## src/rtl/mips_pkg.sv

```systemverilog
// Shared pipeline definitions: datapath widths and the branch sequencer state type.
`ifndef W_ADDR
`define W_ADDR 32
`endif
`ifndef W_REG
`define W_REG 5
`endif

package mips_pkg;

  typedef enum logic [1:0] {
    IDLE      = 2'd0,
    WAIT_SLOT = 2'd1,
    REDIR     = 2'd2
  } branch_state_t;

endpackage

```

## src/rtl/branch_hazard.sv

```systemverilog
// Operand hazard detect for an ID-stage branch: flags sources that forwarding cannot
// supply yet (an EX-stage result or a MEM-stage load).
module branch_hazard
  import mips_pkg::*;
(
  input  logic              id_valid,
  input  logic              id_is_br,
  input  logic              id_use_rs,
  input  logic              id_use_rt,
  input  logic [`W_REG-1:0] id_rs,
  input  logic [`W_REG-1:0] id_rt,
  input  logic              ex_wen,
  input  logic [`W_REG-1:0] ex_waddr,
  input  logic              mem_load,
  input  logic [`W_REG-1:0] mem_waddr,
  output logic              haz
);

  // Register 0 is hardwired, so it never carries a dependence.
  function automatic logic f_match(
    input logic [`W_REG-1:0] r,
    input logic              ex_we,
    input logic [`W_REG-1:0] ex_wa,
    input logic              mem_ld,
    input logic [`W_REG-1:0] mem_wa
  );
    return (r != '0) && ((ex_we && (ex_wa == r)) || (mem_ld && (mem_wa == r)));
  endfunction

  logic w_rs_hit;
  logic w_rt_hit;

  assign w_rs_hit = id_use_rs && f_match(id_rs, ex_wen, ex_waddr, mem_load, mem_waddr);
  assign w_rt_hit = id_use_rt && f_match(id_rt, ex_wen, ex_waddr, mem_load, mem_waddr);
  assign haz      = id_valid && id_is_br && (w_rs_hit || w_rt_hit);

endmodule

```

## src/rtl/branch_ctrl.sv

```systemverilog
// ID-stage branch sequencer: stalls on unforwardable operands, holds a taken target
// until the delay slot is fetched, then issues a valid/ready redirect to IF.
module branch_ctrl
  import mips_pkg::*;
(
  input  logic               clk,
  input  logic               rst,
  input  logic               flush,
  input  logic               id_valid,
  input  logic               id_is_br,
  input  logic               id_use_rs,
  input  logic               id_use_rt,
  input  logic [`W_REG-1:0]  id_rs,
  input  logic [`W_REG-1:0]  id_rt,
  input  logic               br_taken,
  input  logic [`W_ADDR-1:0] br_addr,
  input  logic               ex_wen,
  input  logic [`W_REG-1:0]  ex_waddr,
  input  logic               mem_load,
  input  logic [`W_REG-1:0]  mem_waddr,
  input  logic               slot_fetched,
  input  logic               redir_ready,
  output logic               id_stall,
  output logic               redir_valid,
  output logic [`W_ADDR-1:0] redir_addr,
  output logic [31:0]        br_count,
  output logic [31:0]        stall_count
);

  branch_state_t      r_state;
  branch_state_t      w_next;
  logic               r_redir_valid;
  logic [`W_ADDR-1:0] r_redir_addr;
  logic [31:0]        r_br_count;
  logic [31:0]        r_stall_count;
  logic               w_haz;
  logic               w_busy;
  logic               w_stall;
  logic               w_acc;

  branch_hazard u_hazard (
    .id_valid  (id_valid),
    .id_is_br  (id_is_br),
    .id_use_rs (id_use_rs),
    .id_use_rt (id_use_rt),
    .id_rs     (id_rs),
    .id_rt     (id_rt),
    .ex_wen    (ex_wen),
    .ex_waddr  (ex_waddr),
    .mem_load  (mem_load),
    .mem_waddr (mem_waddr),
    .haz       (w_haz)
  );

  // A branch sitting in the delay slot must wait until the pending redirect drains.
  assign w_busy  = (r_state != IDLE);
  assign w_stall = w_haz || (w_busy && id_valid && id_is_br);
  assign w_acc   = id_valid && id_is_br && !w_stall && br_taken && !flush;

  always_comb begin
    w_next = r_state;
    if (flush) begin
      w_next = IDLE;
    end else begin
      case (r_state)
        IDLE:      if (w_acc) w_next = slot_fetched ? REDIR : WAIT_SLOT;
        WAIT_SLOT: if (slot_fetched) w_next = REDIR;
        REDIR:     if (redir_ready) w_next = IDLE;
        default:   w_next = IDLE;
      endcase
    end
  end

  // Target is captured only on accept, so it cannot move during a handshake.
  always_ff @(posedge clk) begin
    if (rst) begin
      r_state       <= IDLE;
      r_redir_valid <= 1'b0;
      r_redir_addr  <= '0;
      r_br_count    <= '0;
      r_stall_count <= '0;
    end else begin
      r_state       <= w_next;
      r_redir_valid <= (w_next == REDIR);
      if (w_acc) r_redir_addr <= br_addr;
      r_br_count    <= r_br_count + {31'd0, w_acc};
      r_stall_count <= r_stall_count + {31'd0, w_stall};
    end
  end

  assign id_stall    = w_stall;
  assign redir_valid = r_redir_valid;
  assign redir_addr  = r_redir_addr;
  assign br_count    = r_br_count;
  assign stall_count = r_stall_count;

endmodule

```

## config.mk

```make
export PLATFORM = sky130hd
export DESIGN_NAME = branch_ctrl
export DESIGN_NICKNAME = d
export VERILOG_FILES = /design/src/rtl/mips_pkg.sv /design/src/rtl/branch_hazard.sv /design/src/rtl/branch_ctrl.sv
export SDC_FILE = /design/constraint.sdc
export NUM_CORES = 1
export LEC_CHECK = 0
export ABC_CLOCK_PERIOD_IN_PS = 10900
export CELL_PAD_IN_SITES_DETAIL_PLACEMENT = 2
export CELL_PAD_IN_SITES_GLOBAL_PLACEMENT = 2
export CORE_UTILIZATION = 25
export CTS_CLUSTER_DIAMETER = 200
export DETAILED_ROUTE_END_ITERATION = 8
export MAX_ROUTING_LAYER = met4
export PLACE_DENSITY = 0.88
export SYNTH_ARGS = -nofsm -noshare
export SYNTH_HDL_FRONTEND = slang
export SYNTH_SLANG_ARGS = --single-unit
```

## constraint.sdc

```tcl
create_clock -name clk -period 10.9 [get_ports clk]
set_clock_uncertainty 0.15 [all_clocks]
set_input_delay 2.18 -clock clk [delete_from_list [all_inputs] [get_ports clk]]
set_output_delay 2.18 -clock clk [all_outputs]
set_load 0.005 [all_outputs]
```

==> results.md <==
* Router iterations before antenna repair at 3
* Hold buffer count at cts at 0
* Cell area power density at 117.2 nW/um^2
* Antenna Violating Nets Remaining at 0
* Resize count post-CTS at 0
* Largest cells by area after synthesis: dfxtp_1, nor2_1, xnor2_1
* Simple logic cell fraction of the synthesized area at 0.2343
* RePlAce Congestion at 1.023
* EDFF count, synth at 0
* Min cycle time layout at 6.749 ns
* Top-area cell type share of the netlist area at 0.4668
* Synth Instances at 454
* VDD IR-drop max at 74.19 uV
* Antenna diode count at 0
* Worst-path clk slew at 0.07 ns
* Dpl ws at 4.137 ns
* Final worst slack at 4.151 ns
* Clk_lat worst skew at 0.35 ns
* Initial Utilization at 0.2560
* WP data arrival at 4.42 ns
* Nets at 679
* Synth cell count leaders: dfxtp_1, nor2_1, xnor2_1, xor2_1, mux2i_1
* Die height at 132.3 um
* Clk root buf: clkbuf_16
* Total Wirelength at 14,330 um
* Worst Path Max Fanout at 3
* Post-synth top area cell: dfxtp_1
* Leakage at 2.164 nW
* Maxcap violations at 0
* FILL cells at 1,811
* Num CTS Buffers at 9
* Yosys warnings at 0
* IO Port Bufs at 161
* Post-synthesis compound-gate area fraction at 0.02918
* Initial drt markers at 103
* Worst hold path class: reg2reg
* Mapped Nets at 522
* Worst hold margin at 0.3438 ns
* Longest Clk Path Bufs at 2
* Largest net degree at the start of global routing at 100
* Largest family of logic cells by synthesized area: simple AND/OR/NAND/NOR gates
* Full die area at 17,510 um^2
* Synth Area in Adders at 0.01179
* TritonCTS clock tree: done
* GRT Residual Overflow at 0
* Mux cell area share after synthesis at 0.07545
* Core Area at 16,580 um^2
* Vias in the first global route at 4,181
* Async set or reset register ratio after synthesis at 0
* Area of the multi-input gates at 2155 um^2
* Library cells used by synthesis at 34
* First-pass GRT wire length at 22,750 um
* Die Span X at 132.3 um
* Area Overhead vs Synth at 49.10%
* Post-synthesis cell area at 4245 um^2
* Slew @ Worst Pin at 1.053 ns
* Hold violation count in the final report at 0
* Average cell area after synthesis at 9.351 um^2
* Vias/cell at 4.590
* Fraction of layout cells with a size suffix above 1 at 0.03409
* Top_reg_cell synth: dfxtp_1
* Ports at 162
* Synth Area in XOR/XNOR at 0.1568
* Worst Setup End Kind: output port
* Synth Register Bits at 99
* Hpwl dp at 11,000 um
* Run status: complete, no violations
* Most numerous cell in the Yosys netlist: dfxtp_1
* FF/Latch Area at 1982 um^2
* Final Max Slew Viols at 0
* DRC errors left at 0
* Antenna violations before repair at 0
* Final setup fails at 0
* RSZ-0062 raised after global routing: no
* Worst path required time at 8.57 ns
* WS Path Type: in2out
* Setup tns final at 0 ns
* Part of the cycle the worst path needs at 0.6192
* Sequential area share after synthesis at 0.4668
* WL per Instance at 17.14 um
* Worst setup SP type: input port
* Fmax at 148.2 MHz
* Routed vias at 3,837
* Post-CTS Setup Bufs at 0
* Slew headroom at 0.2980
* CTS H-tree depth at 3
* Core Rows at 47
* Total track usage at 0.1713
* Clock sink count at 99
[worst paths after layout]
path / startpoint / to / slack, ns / cells past startpoint
setup / recovery: id_rt[0] / id_stall / 4.15 / 7
hold / removal: redir_addr[16] / redir_addr[16] / 0.34 / 2
setup reg to reg: r_state[1] / br_count[22] / 7.84 / 10
hold reg to reg: redir_addr[16] / redir_addr[16] / 0.34 / 2
[kinds of logic (layout without fill, tap and decap cells)]
family | after synthesis | in the layout
AND/OR/NAND/NOR | 205 | 205
flip-flops | 99 | 99
XOR/XNOR | 76 | 76
multiplexers | 32 | 32
buffers and inverters | 20 | 182
AO/OA/AOI/OAI | 18 | 18
adder cells (fa/ha/maj) | 4 | 4
[cell type report]
class	instances	share of cell area
Clock buffer	11	0.03677
Clock inverter	5	0.008500
Inverter	4	0.002372
Multi-Input combinational cell	335	0.3404
Sequential cell	99	0.3131
Tap cell	220	0.04349
Timing Repair Buffer	162	0.2554
[per-layer routing]
metal | track usage | vias to the layer above | part of all wire
met5 | - | - | 0
met4 | 0.05875 | 0 | 0.015
met3 | 0.04614 | 13 | 0.067
met2 | 0.3045 | 112 | 0.51
met1 | 0.1829 | 1874 | 0.41
li1 | - | 1838 | -
[sequential cells by signal, summed over array words and instances, names as in the netlist]
register     count
br_count        32
r_state          2
redir_addr      32
redir_valid      1
stall_count     32
[where the power goes]
| group | total (mW) | leakage [nW] | switching, mW | internal [mW] |
|---|---|---|---|---|
| clock | 0.318 | 0.143 | 0.140 | 0.178 |
| combinational | 0.0582 | 1.22 | 0.0239 | 0.0343 |
| sequential | 0.366 | 0.798 | 0.00158 | 0.364 |
| total | 0.742 | 2.16 | 0.166 | 0.576 |
[cells in the final DEF (no fill, tap or decap), types with 6 or more instances in the layout]
master / count
clkdlybuf4s50_1: 160
dfxtp_1: 99
nor2_1: 94
xnor2_1: 38
xor2_1: 38
mux2i_1: 32
nand2_1: 26
nand4_1: 20
nand3_1: 17
and3_1: 14
clkbuf_16: 9
nor2b_1: 7
a21oi_1: 6
[per-stage QoR]
stage	area, um^2	total power, mW	cells	utilization
6_report	6330	0.7419	836	0.3817
4_1_cts	6330	0.7550	836	0.3817
2_1_floorplan	4245	0.3959	454	-
3_3_place_gp	6043	0.4303	820	0.3644
3_5_place_dp	6043	0.4330	820	0.3644
5_1_grt	6330	0.7760	836	0.3817
[critical path, stage by stage]
cell and delay (ns):
clkdlybuf4s50_1 0.56, xnor2_1 0.15, nand4_1 0.16, o22ai_1 0.34
a22oi_1 0.19, a21oi_1 0.27, clkdlybuf4s50_1 0.56
(Power assumes the default switching activity.)
